**src/rtl/bist_multichain_controller.sv**
```systemverilog
// bist_multichain_controller: LFSR-driven multi-chain scan BIST with MISR compaction and golden compare
module bist_multichain_controller #(
  parameter int NUM_CHAINS = 4,
  parameter int CHAIN_LENGTH = 263,
  parameter int NUM_PATTERNS = 2000,
  parameter int LFSR_WIDTH = 16,
  parameter logic [LFSR_WIDTH-1:0] LFSR_TAPS = 16'hB400,
  parameter logic [LFSR_WIDTH-1:0] LFSR_SEED = 16'h0001,
  parameter int SIG_WIDTH = 16,
  parameter logic [SIG_WIDTH-1:0] MISR_TAPS = 16'hB400,
  parameter logic [SIG_WIDTH-1:0] GOLDEN_SIG = 16'h0000
) (
  input  logic                  clk,
  input  logic                  rst,
  input  logic                  bistmode,
  input  logic [NUM_CHAINS-1:0] cut_sdo,
  output logic                  cut_scanmode,
  output logic [NUM_CHAINS-1:0] cut_sdi,
  output logic                  bistdone,
  output logic                  bistpass,
  output logic [SIG_WIDTH-1:0]  signature
);
  localparam int SW = $clog2(CHAIN_LENGTH);
  localparam int PW = $clog2(NUM_PATTERNS + 1);
  typedef enum logic [2:0] {IDLE, SHIFT, CAPTURE, UNLOAD, COMPARE, DONE} state_e;
  state_e state_q, state_d;
  logic [LFSR_WIDTH-1:0] lfsr_q, lfsr_d, lfsr_step;
  logic [SIG_WIDTH-1:0] misr_q, misr_d, misr_step, sig_q, sig_d;
  logic [SW-1:0] shift_cnt_q, shift_cnt_d;
  logic [PW-1:0] pat_cnt_q, pat_cnt_d;
  logic bm_q, armed_q, scan_q, scan_d, done_q, done_d, pass_q, pass_d;
  logic [NUM_CHAINS-1:0] sdi_q, sdi_d;
  logic start, last_shift, abort;
  // armed_q demands a low sample after reset, so bistmode held high through reset cannot start a run
  assign start = bistmode & ~bm_q & armed_q;
  assign last_shift = shift_cnt_q == SW'(CHAIN_LENGTH - 1);
  assign abort = ~bistmode & (state_q inside {SHIFT, CAPTURE, UNLOAD, COMPARE});
  assign lfsr_step = {lfsr_q[LFSR_WIDTH-2:0], ^(lfsr_q & LFSR_TAPS)};
  assign misr_step = {misr_q[SIG_WIDTH-2:0], ^(misr_q & MISR_TAPS)} ^ SIG_WIDTH'(cut_sdo);
  always_comb begin
    state_d = state_q;
    lfsr_d = lfsr_q;
    misr_d = misr_q;
    shift_cnt_d = shift_cnt_q;
    pat_cnt_d = pat_cnt_q;
    pass_d = pass_q;
    sig_d = sig_q;
    case (state_q)
      IDLE: if (start) begin
        state_d = SHIFT;
        lfsr_d = LFSR_SEED;
        misr_d = '0;
        shift_cnt_d = '0;
        pat_cnt_d = '0;
      end
      SHIFT: begin
        lfsr_d = lfsr_step;
        misr_d = pat_cnt_q != '0 ? misr_step : misr_q;
        shift_cnt_d = last_shift ? '0 : shift_cnt_q + 1'b1;
        state_d = last_shift ? CAPTURE : SHIFT;
      end
      CAPTURE: begin
        pat_cnt_d = pat_cnt_q + 1'b1;
        state_d = pat_cnt_q == PW'(NUM_PATTERNS - 1) ? UNLOAD : SHIFT;
      end
      UNLOAD: begin
        misr_d = misr_step;
        shift_cnt_d = last_shift ? '0 : shift_cnt_q + 1'b1;
        state_d = last_shift ? COMPARE : UNLOAD;
      end
      COMPARE: begin
        sig_d = misr_q;
        pass_d = misr_q == GOLDEN_SIG;
        state_d = DONE;
      end
      DONE: state_d = bistmode ? DONE : IDLE;
      default: state_d = IDLE;
    endcase
    if (abort) begin
      state_d = IDLE;
      pass_d = 1'b0;
      sig_d = sig_q;
    end
    scan_d = state_d inside {SHIFT, UNLOAD};
    sdi_d = state_d == SHIFT ? lfsr_d[NUM_CHAINS-1:0] : '0;
    done_d = state_d == DONE;
  end
  always_ff @(posedge clk or negedge rst) begin
    if (!rst) begin
      state_q <= IDLE;
      lfsr_q <= LFSR_SEED;
      misr_q <= '0;
      shift_cnt_q <= '0;
      pat_cnt_q <= '0;
      bm_q <= 1'b0;
      armed_q <= 1'b0;
      scan_q <= 1'b0;
      sdi_q <= '0;
      done_q <= 1'b0;
      pass_q <= 1'b0;
      sig_q <= '0;
    end else begin
      state_q <= state_d;
      lfsr_q <= lfsr_d;
      misr_q <= misr_d;
      shift_cnt_q <= shift_cnt_d;
      pat_cnt_q <= pat_cnt_d;
      bm_q <= bistmode;
      armed_q <= armed_q | ~bistmode;
      scan_q <= scan_d;
      sdi_q <= sdi_d;
      done_q <= done_d;
      pass_q <= pass_d;
      sig_q <= sig_d;
    end
  end
  assign cut_scanmode = scan_q;
  assign cut_sdi = sdi_q;
  assign bistdone = done_q;
  assign bistpass = pass_q;
  assign signature = sig_q;
endmodule

```
**config.mk**
```make
export PLATFORM = sky130hd
export DESIGN_NAME = bist_multichain_controller
export DESIGN_NICKNAME = d
export VERILOG_FILES = /design/src/rtl/bist_multichain_controller.sv
export SDC_FILE = /design/constraint.sdc
export NUM_CORES = 1
export LEC_CHECK = 0
export ABC_AREA = 1
export CAP_MARGIN = 20
export CORE_MARGIN = 1.5
export CORE_UTILIZATION = 62
export DETAILED_ROUTE_END_ITERATION = 7
export PLACE_DENSITY = 0.95
export SETUP_SLACK_MARGIN = 0.1
export SKIP_LAST_GASP = 1
export SYNTH_ARGS = -nofsm -noshare
export SYNTH_HDL_FRONTEND = slang
export SYNTH_SLANG_ARGS = --single-unit
```
**constraint.sdc**
```tcl
create_clock -name clk -period 3.8 [get_ports clk]
set_clock_uncertainty 0.05 [all_clocks]
set_input_delay 0.76 -clock clk [delete_from_list [all_inputs] [get_ports clk]]
set_output_delay 0.76 -clock clk [all_outputs]
set_load 0.005 [all_outputs]
```
# Word level (Yosys, flattened, before mapping)
# Index checks and enable logic that the tools add are counted.
# totals
ff_bits	80
out_inout_bits	23
word_cells	73
# op_classes
addsub	2
n_eq_ne	12
muxes	20
bitwise	8
reduce_logical	18
# op_table
cell	n
2-to-1 mux 16 bit	3
one-hot mux 16 bit (3 select lines)	1
one-hot mux 16 bit (2 select lines)	1
parity 16 bit	2
one-hot mux 11 bit (2 select lines)	1
2-to-1 mux 9 bit	2
one-hot mux 3 bit (6 select lines)	1
one-hot mux 9 bit (2 select lines)	1
logical NOT 16 bit	1
bitwise XOR 16 x 4 -> 16 bit	1
2-to-1 mux 3 bit	4
adder 11 x 1 -> 11 bit (second input constant)	1
equality test 11 bit (second input constant)	1
2-to-1 mux 11 bit	1
nonzero test 11 bit	1
nonzero test 2 bit	5
adder 9 x 1 -> 9 bit (second input constant)	1
equality test 3 x 2 -> 1 bit (second input constant)	3
equality test 3 bit (second input constant)	3
equality test 9 bit (second input constant)	1
AND reduction 2 bit	4
equality test 3 x 1 -> 1 bit (second input constant)	2
2-to-1 mux 2 bit	2
2-to-1 mux 4 bit	1
other kinds (11)	16

# Depth between registers and ports, before layout
# logic_depth
depth_word	8
ltp_mapped	10
mapped_depth_nobuf	9

# Worst setup path after synthesis
# No wires, ideal clock.
# synth_timing
path_type	input-to-reg
from	input port bistmode
to	register misr_q[12]
arrival_ns	1.514
slack_ns	2.117
path_stages	6
n_path_buf	1
path_cell_list	nand3_1 > nor2_4 > nor2_4 > nor2_8 > buf_6 > o21ai_2
# synth_via
elab_chain_cells	4
# synth_lines
item	line_no	source
start, declared	15	input logic bistmode,
AND 1 bit (2 in series)	35	assign start = bistmode & ~bm_q & armed_q;
!= test 2 bit (no source line)	-	
AND reduction 3 bit (no source line)	-	
end signal, assigned	105	misr_q <= misr_d;
end, declared	28	logic [SIG_WIDTH-1:0] misr_q, misr_d, misr_step, sig_q, sig_d;
# Every way passes these cells.
# A chain may end at the register's enable or synchronous reset.

# Worst setup path after layout
# layout_timing
from	input port bistmode
to	register misr_q[15]
# Same word-level chain as after synthesis.

==> impl_metrics.yaml <==
sta:
  worst_pin_slew_ns: 0.506
  setup_slack_ns: 1.51
  hold_ws_ns: 0.284
  final.min_clock_period_ns: 2.29
  slew_headroom_pct: 66.1
  fin_tns_setup_ns: 0
  finalSetupViolCount: 0
  fin_crit_sh_pct: 60.3
  fmax_mhz: 436
  slew_viol_final: 0
  hold_viol_final: 0
  rsz0062_at_grt: "false"
placed_design:
  place_congestion: 0.909
  port_buffers: 29
  dp_hpwl_um: 5040
  dp_slack_ns: 1.16
pwr:
  comb_power_share_pct: 31.4
  internal_power_w: 0.00163
  clockPowerShare_pct: 24.7
  sequentialPowerShare_pct: 43.9
  vdd_drop_max_uv: 370
  total_power_w: 0.00255
  power_density_nw_per_um2: 595
  p_sw_share_pct: 36.4
  power.switching_w: 0.000930
  leakagePower_nw: 2.02
synthesis:
  synthDistinctLibCells: 30
  ys_ff_latch: 80
  synth-main-ff-cell: "dfrtp_1"
  synth_fp_nets: 434
  synth-adder-area-share_pct: 1.67
  synth_compound_area_share_pct: 12.4
  synth-edff-count: 0
  ys_seq_area_share_pct: 53.6
  synth-simple-area-share_pct: 20.4
  synth_xor_area_share_pct: 3.28
  synth_area_um2: 3740
  ys_warn_count: 0
  syn_avg_cell_area_um2: 8.85
  synth.mux.area_fraction_pct: 0
  syn_inst: 422
  async_flop_share_pct: 100
  synth_top_family_by_area: "simple AND/OR/NAND/NOR gates"
global_route:
  grt.total_usage_pct: 24.9
  grt_overflow: 0
  grt_pass1_vias: 2779
  antenna_found_initial: 0
  grt_pass1_wl_um: 12200
  grt_max_degree: 81
detailed_routing:
  ant_nets: 0
  dr.pass1.iters: 5
  wl_per_cell_um: 13.7
  viasPerCell: 5.44
  vias: 2918
  drc: 0
  finalWirelength_um: 7330
  first_iter_violations: 147
clock_network:
  clk_pin_slew_ns: 0.10
  clock_sinks: 80
  clk_latency_ns: 0.36
  clockRootBuffer: "clkbuf_8"
  cts_hold_buf: 0
  cts_buffers: 9
  clockBufferDepth: 2
  cts_max_level: 3
  cts-resized-gates: 0
  cts_tree: "yes"
  postCtsSetupBuffers: 0
final_layout:
  final_common_cell: "dfrtp_1"
  layout_common_cells: "dfrtp_1 (79), nand2_1 (78), inv_1 (68)"
  drive_above_1_share_pct: 10.2
  fin_util_pct: 73.0
  fillCellCount: 391
  fin_nets: 468
  diodes: 0
  area_delta_synth_final_pct: 14.9
die:
  rows: 28
  die_y_um: 80.6
  start_util_pct: 63.5
  core_area_um2: 5890
  die_area_um2: 6500
  ios: 30
  dieWidth_um: 80.6
setup_path:
  worst-r2r-cell-count: 7
  critPathKind: "in2reg"
  ff2ff_setup_slack_ns: 1.89
  crit_path_end_kind: "flip-flop"
  cp_data_arrival_time_ns: 2.52
  cp.required_ns: 4.03
  cp-start-kind: "primary input"
  cp_max_fo: 32
status:
  status: "complete, no violations"
min_path:
  hold_class: "in2async"
run:
  maxCapViolCount: 0
==> registers in the layout, indices dropped and copies added, names as in the netlist, 3 cells and up <==
name / flops
lfsr_q: 16
misr_q: 16
signature: 16
pat_cnt_q: 11
shift_cnt_q: 9
cut_sdi: 4
state_q: 3
==> layout make-up <==
cell class	instances	area (um^2)	area share, %
clock inverters	6	67.6	1.57
well taps	75	93.8	2.19
multi-input cells	263	1410	32.8
inverters	70	263	6.12
repair buffers	32	330	7.69
clock buffers	10	128	2.97
flip-flops and latches	80	2000	46.6
==> worst max-delay path: stages <==
cell,delay [ns]
clkdlybuf4s50_1,0.54
nand3_1,0.20
nor2_4,0.24
nor2_4,0.10
nor2_8,0.43
nand2_1,0.14
o21ai_2,0.10
==> cell families after synthesis <==
kind of cell,Yosys count
AOI/OAI and AO/OA,72
xor gates and xnor gates,14
adders and majority gates,5
buffers and inverters,79
DFF,80
and+or+nand+nor,172
==> synth_stat cells (2+ instances only) <==
cell type  count  area [um^2]
inv_1         68          255
o22ai_1       16          100
nor2_4         2         22.5
xor2_1         5         43.8
nor4_1         2         12.5
nor3_1         6         30.0
nand3_1       22          110
nand4_1        5         31.3
a22oi_1        5         37.5
buf_6          2         22.5
o21ai_2       17          149
xnor2_1        9         78.8
ha_1           5         62.6
inv_2          2         7.51
o21ai_0       30          150
nor2_1        50          188
nand2_1       78          293
nand2_4        2         22.5
clkbuf_1       5         18.8
dfrtp_1       79         1980
a21oi_1        3         15.0
==> routing by layer <==
| metal | vias to the layer above | track usage [%] | share of wire [%] | wire (um) |
|---|---|---|---|---|
| met5 | - | 0 | 0 | 0 |
| met4 | 0 | 10.3 | 2.4 | 174 |
| met3 | 16 | 7.27 | 4.2 | 311 |
| met2 | 76 | 39.5 | 49 | 3570 |
| met1 | 1404 | 31.8 | 45 | 3270 |
| li1 | 1422 | - | - | - |
==> path summary, 6_finish.rpt <==
kind	endpoint	from
min	lfsr_q[6]	rst
max	misr_q[15]	bistmode
min reg2reg	signature[12]	signature[12]
min in group clk	signature[12]	signature[12]
max in group asynchronous	lfsr_q[15]	rst
max reg2reg	misr_q[15]	state_q[1]
==> stage by stage <==
step	std cells	cell area [um^2]
final	536	4290
after global routing	536	4290
after CTS	535	4270
after detailed placement	519	4070
after global placement	519	4070
after floorplan	422	3740
==> power by group through the flow <==
stage	Combinational, W	Clock [W]	Sequential, W
finish	0.000802	0.000631	0.00112
CTS	0.000801	0.000637	0.00112
floorplan	0.000592	0	0.00112
global placement	0.000760	0	0.00113
detailed placement	0.000796	0	0.00114
global route	0.000887	0.000673	0.00114
Note: power is estimated with default switching activity, not from simulation.
==> RTL change 1 (same flow settings) <==
Change the parameter `NUM_PATTERNS` from 2000 to 8000.
--- a/src/rtl/bist_multichain_controller.sv
+++ b/src/rtl/bist_multichain_controller.sv
@@ -2,7 +2,7 @@
 module bist_multichain_controller #(
   parameter int NUM_CHAINS = 4,
   parameter int CHAIN_LENGTH = 263,
-  parameter int NUM_PATTERNS = 2000,
+  parameter int NUM_PATTERNS = 8000,
   parameter int LFSR_WIDTH = 16,
   parameter logic [LFSR_WIDTH-1:0] LFSR_TAPS = 16'hB400,
   parameter logic [LFSR_WIDTH-1:0] LFSR_SEED = 16'h0001,
Behaviour: same outputs for any inputs over 10 cycles, from zero or initial values and one cycle with rst low; that may be too few to reach the edited logic, so the function may still have changed.
==> RTL change 1 against the unedited design <==
- critical path type unchanged
- routed wire length increased by 18%
- count of clock-buffer cells in the layout decreased by 1
- power grew 2.8%
- area after synthesis is 2.4% higher
- sequential cell count is 2 higher
- highest routed layer unchanged
- setup slack worse by 0.075 ns
- final area increased by 2.7%
- critical endpoint is now misr_q[4]
- critical path depth rose by 1
==> RTL change 1: results (changes against the unedited design) <==
[metrics] run status: finished, final reports clean (unchanged)
[metrics] DRC marker count from the first detailed-route iteration: 341 (was 147)
[metrics] worst vdd rail ir drop: 0.3853 mV (was 0.3703 mV)
[metrics] final RePlAce weighted congestion: 0.8957 (was 0.9090)
[metrics] ratio of cells with drive above 1 in the final layout: 0.1261 (was 0.1020)
[metrics] Routed Wire Length: 8.617 mm (was 7.328 mm)
[metrics] # fillers: 362 (was 391)
[metrics] most common library cells after synthesis: sky130_fd_sc_hd__nand2_1, sky130_fd_sc_hd__dfrtp_1, sky130_fd_sc_hd__inv_1 (was sky130_fd_sc_hd__dfrtp_1, sky130_fd_sc_hd__nand2_1, sky130_fd_sc_hd__inv_1)
[metrics] largest stage delay on the critical path: 0.57 ns (was 0.54 ns)
[metrics] vias per cell: 5.705 (was 5.444)
[metrics] leading post-synthesis cells by cell area: sky130_fd_sc_hd__dfrtp_1, sky130_fd_sc_hd__nand2_1, sky130_fd_sc_hd__inv_1, sky130_fd_sc_hd__o21ai_0, sky130_fd_sc_hd__o21ai_2 (was sky130_fd_sc_hd__dfrtp_1, sky130_fd_sc_hd__nand2_1, sky130_fd_sc_hd__inv_1, sky130_fd_sc_hd__nor2_1, sky130_fd_sc_hd__o21ai_0)
[metrics] cells after synthesis: 423 (was 422)
[metrics] nets in the synthesized netlist: 435 (was 434)
[metrics] post-detailed-route wirelength per cell: 16.11 um (was 13.67 um)
[metrics] total area of sequential cells: 2053 um2 (was 2003 um2)
[metrics] leakage power summed over all cells: 2.052 nW (was 2.022 nW)
[metrics] number of global-route vias before repair: 2982 (was 2779)
[metrics] HPWL reported at the end of detailed placement: 5.522 mm (was 5.043 mm)
[metrics] pin count of the biggest net entering global routing: 83 (was 81)
[metrics] number of buffers between clock root and the deepest sink: 2 (unchanged)
[metrics] worst setup slack before clock tree synthesis: 1.142 ns (was 1.157 ns)
[metrics] CTS clock-pin slew for the worst setup and hold paths: 0.08 ns (was 0.10 ns)
[metrics] sequential cell area fraction in the yosys report: 0.5366 (was 0.5362)
[metrics] post-detailed-placement cell area: 4146 um2 (was 4071 um2)
[metrics] Root Buffer: sky130_fd_sc_hd__clkbuf_8 (unchanged)
[metrics] slew of the pin with the lowest slew margin: 0.9510 ns (was 0.5063 ns)
[metrics] global router's overall resource usage: 0.2763 (was 0.2488)
[metrics] wire length of the first global-routing pass: 13.81 mm (was 12.22 mm)
## RTL change 1: cell types whose count changed after synthesis, moves of 6 or more
cell / delta
sky130_fd_sc_hd__nor2_1: -29
sky130_fd_sc_hd__nand2_1: +14
sky130_fd_sc_hd__a21oi_1: +11
sky130_fd_sc_hd__inv_1: -10
sky130_fd_sc_hd__o21ai_0: +8
sky130_fd_sc_hd__mux2_2: +6
## RTL change 1: final timing paths
path | startpoint | end | slack (ns)
max | bistmode | misr_q[4] | 1.43
min | rst | cut_sdi[1] | 0.16
max reg2reg | state_q[1] | misr_q[4] | 1.47
min reg2reg | signature[9] | signature[9] | 0.44
max in group asynchronous | rst | lfsr_q[0] | 2.94
min in group clk | signature[9] | signature[9] | 0.44
## RTL change 1: routing by layer
layer  track usage  up-vias  part of all wire
met3       0.06556       23             0.048
met4        0.1172        0             0.022
met2        0.4661      124              0.51
met1        0.3389     1463              0.42
met5             0        -                 0
li1              -     1442                 -
## RTL change 1: cells by family after synthesis
family,synth area share
simple gates,0.2031
compound gates,0.1324
flops,0.5366
buf+inv,0.08011
xor+xnor,0.01373
mux,0.01766
fa+ha+maj,0.01635
## RTL change 1: critical path, delay by kind of cell
family	cells	cell delay, ns
AND/OR/NAND/NOR	4	0.75
AO/OA/AOI/OAI	2	0.32
buffers and inverters	2	0.68
## RTL change 1: final cells by class
| cell class | instances | area share |
|---|---|---|
| flip-flops and latches | 82 | 0.4655 |
| multi-input cells | 269 | 0.3325 |
| repair buffers | 30 | 0.07149 |
| inverters | 64 | 0.05560 |
| clock buffers | 9 | 0.02809 |
| clock inverters | 6 | 0.02553 |
| well taps | 75 | 0.02128 |
## RTL change 1: report_power, final
group	internal (mW)	total, mW	switching [mW]
Clock	0.436	0.754	0.318
Combinational	0.231	0.718	0.487
Sequential	1.02	1.15	0.132
==> RTL change 2 (same settings) <==
Without the edit above. Take the reset off `misr_q` and load it in a clocked block of its own.
--- a/src/rtl/bist_multichain_controller.sv
+++ b/src/rtl/bist_multichain_controller.sv
@@ -89,7 +89,6 @@
     if (!rst) begin
       state_q <= IDLE;
       lfsr_q <= LFSR_SEED;
-      misr_q <= '0;
       shift_cnt_q <= '0;
       pat_cnt_q <= '0;
       bm_q <= 1'b0;
@@ -102,7 +101,6 @@
     end else begin
       state_q <= state_d;
       lfsr_q <= lfsr_d;
-      misr_q <= misr_d;
       shift_cnt_q <= shift_cnt_d;
       pat_cnt_q <= pat_cnt_d;
       bm_q <= bistmode;
@@ -114,6 +112,10 @@
       sig_q <= sig_d;
     end
   end
+
+  always_ff @(posedge clk) begin
+    misr_q <= misr_d;
+  end
   assign cut_scanmode = scan_q;
   assign cut_sdi = sdi_q;
   assign bistdone = done_q;
Function: no difference found for any inputs over 10 cycles, from zero or initial values and one cycle with rst low; that may be too few to reach the edited logic, so the function may still have changed.
==> RTL change 2 against the unedited design <==
- setup slack improved by 0.015 ns
- combinational power rose by 17%
- register-to-register slack better by 0.03 ns
- routed wire length rose by 15%
- area after synthesis decreased by 2.7%
- final area decreased by 1.5%
- via count rose by 0.89%
- power grew 18%
- sequential cell count unchanged
- critical path type unchanged
==> RTL change 2: results (changes against the unedited design) <==
[metrics] total instance count after detailed placement: 485 (was 519)
[metrics] slew of the pin with the lowest slew margin: 0.5532 ns (was 0.5063 ns)
[metrics] most common library cells after synthesis: sky130_fd_sc_hd__nand2_1, sky130_fd_sc_hd__dfrtp_1, sky130_fd_sc_hd__inv_1 (was sky130_fd_sc_hd__dfrtp_1, sky130_fd_sc_hd__nand2_1, sky130_fd_sc_hd__inv_1)
[metrics] global router's overall resource usage: 0.2883 (was 0.2488)
[metrics] CTS clock-pin slew for the worst setup and hold paths: 0.08 ns (was 0.10 ns)
[metrics] routing usage on met3: 0.07543 (was 0.07273)
[metrics] largest fanout on the critical path: 16 (was 32)
[metrics] data arrival time of the critical path: 2.27 ns (was 2.52 ns)
[metrics] HPWL reported at the end of detailed placement: 5.523 mm (was 5.043 mm)
[metrics] leakage power summed over all cells: 1.968 nW (was 2.022 nW)
[metrics] async set or reset register ratio after synthesis: 0.8000 (was 1.000)
[metrics] DRC marker count from the first detailed-route iteration: 253 (was 147)
[metrics] largest stage delay on the critical path: 0.56 ns (was 0.54 ns)
[metrics] wire length of the first global-routing pass: 13.55 mm (was 12.22 mm)
[metrics] # fillers: 314 (was 391)
[metrics] Register-to-Register Setup Slack: 1.92 ns (was 1.89 ns)
[metrics] vias post-DR: 2944 (was 2918)
[metrics] final RePlAce weighted congestion: 0.8542 (was 0.9090)
[metrics] end point of the critical path: misr_q[7] (was misr_q[15])
[metrics] pin count of the biggest net entering global routing: 42 (was 81)
[metrics] run status: finished, final reports clean (unchanged)
[metrics] met1 routing resource usage after global routing: 0.3272 (was 0.3181)
[metrics] EDFF count, synth: 16 (was 0)
[metrics] met2 track utilization from global routing: 0.5085 (was 0.3950)
[metrics] cells after synthesis: 389 (was 422)
RTL change 2: logic make-up (layout without fill, tap and decap cells):
family,after synthesis,in the layout,share of synthesized area
adders and majority gates,5,5,0.01721
buffers and inverters,76,116,0.08262
and+or+nand+nor,158,158,0.2134
AOI/OAI and AO/OA,59,59,0.08709
DFF,80,80,0.5732
xor gates and xnor gates,11,11,0.02651
RTL change 2: where the power goes:
part           switching [mW]  total, mW  internal [mW]
clock network           0.317      0.754          0.437
logic                   0.590      0.935          0.346
registers               0.154       1.32           1.16
total                    1.06       3.01           1.95
RTL change 2: metal layers:
metal,routed length [um],vias up
met3,464,25
met1,3343,1458
li1,-,1330
met2,4326,131
met5,0,-
met4,268,0
RTL change 2: layout make-up:
class,count,area share
clock buffers,9,0.02928
clock inverters,7,0.02839
inverters,69,0.06182
multi-input cells,233,0.2958
flip-flops and latches,80,0.4925
well taps,72,0.02130
repair buffers,31,0.07098
RTL change 2: worst min path at each step:
| stage | to | slack, ns | cells past startpoint |
|---|---|---|---|
| 2_1_floorplan | armed_q | 0.39 | 1 |
| 3_3_place_gp | armed_q | 0.42 | 1 |
| 3_5_place_dp | armed_q | 0.42 | 1 |
| 4_1_cts | shift_cnt_q[8] | 0.35 | 1 |
| 5_1_grt | shift_cnt_q[1] | 0.38 | 1 |
| 6_report | pat_cnt_q[3] | 0.34 | 1 |
RTL change 2: metrics by stage:
step / worst slack, ns / cell area (um2) / util / hold slack [ns] / total power [mW]
6_report: 1.522 / 4230 / 0.7589 / 0.3372 / 3.007
5_1_grt: 1.464 / 4230 / 0.7589 / 0.3779 / 3.146
4_1_cts: 1.560 / 4230 / 0.7589 / 0.3483 / 2.996
3_5_place_dp: 1.195 / 3986 / 0.7152 / 0.4182 / 2.220
3_3_place_gp: 1.268 / 3986 / 0.7152 / 0.4175 / 2.129
2_1_floorplan: 1.288 / 3635 / - / 0.3903 / 1.878
RTL change 2: worst max-delay path, delay by kind of cell:
kind	cells	cell delay, ns
buffers and inverters	2	0.82
AND/OR/NAND/NOR	3	0.53
AO/OA/AOI/OAI	1	0.14
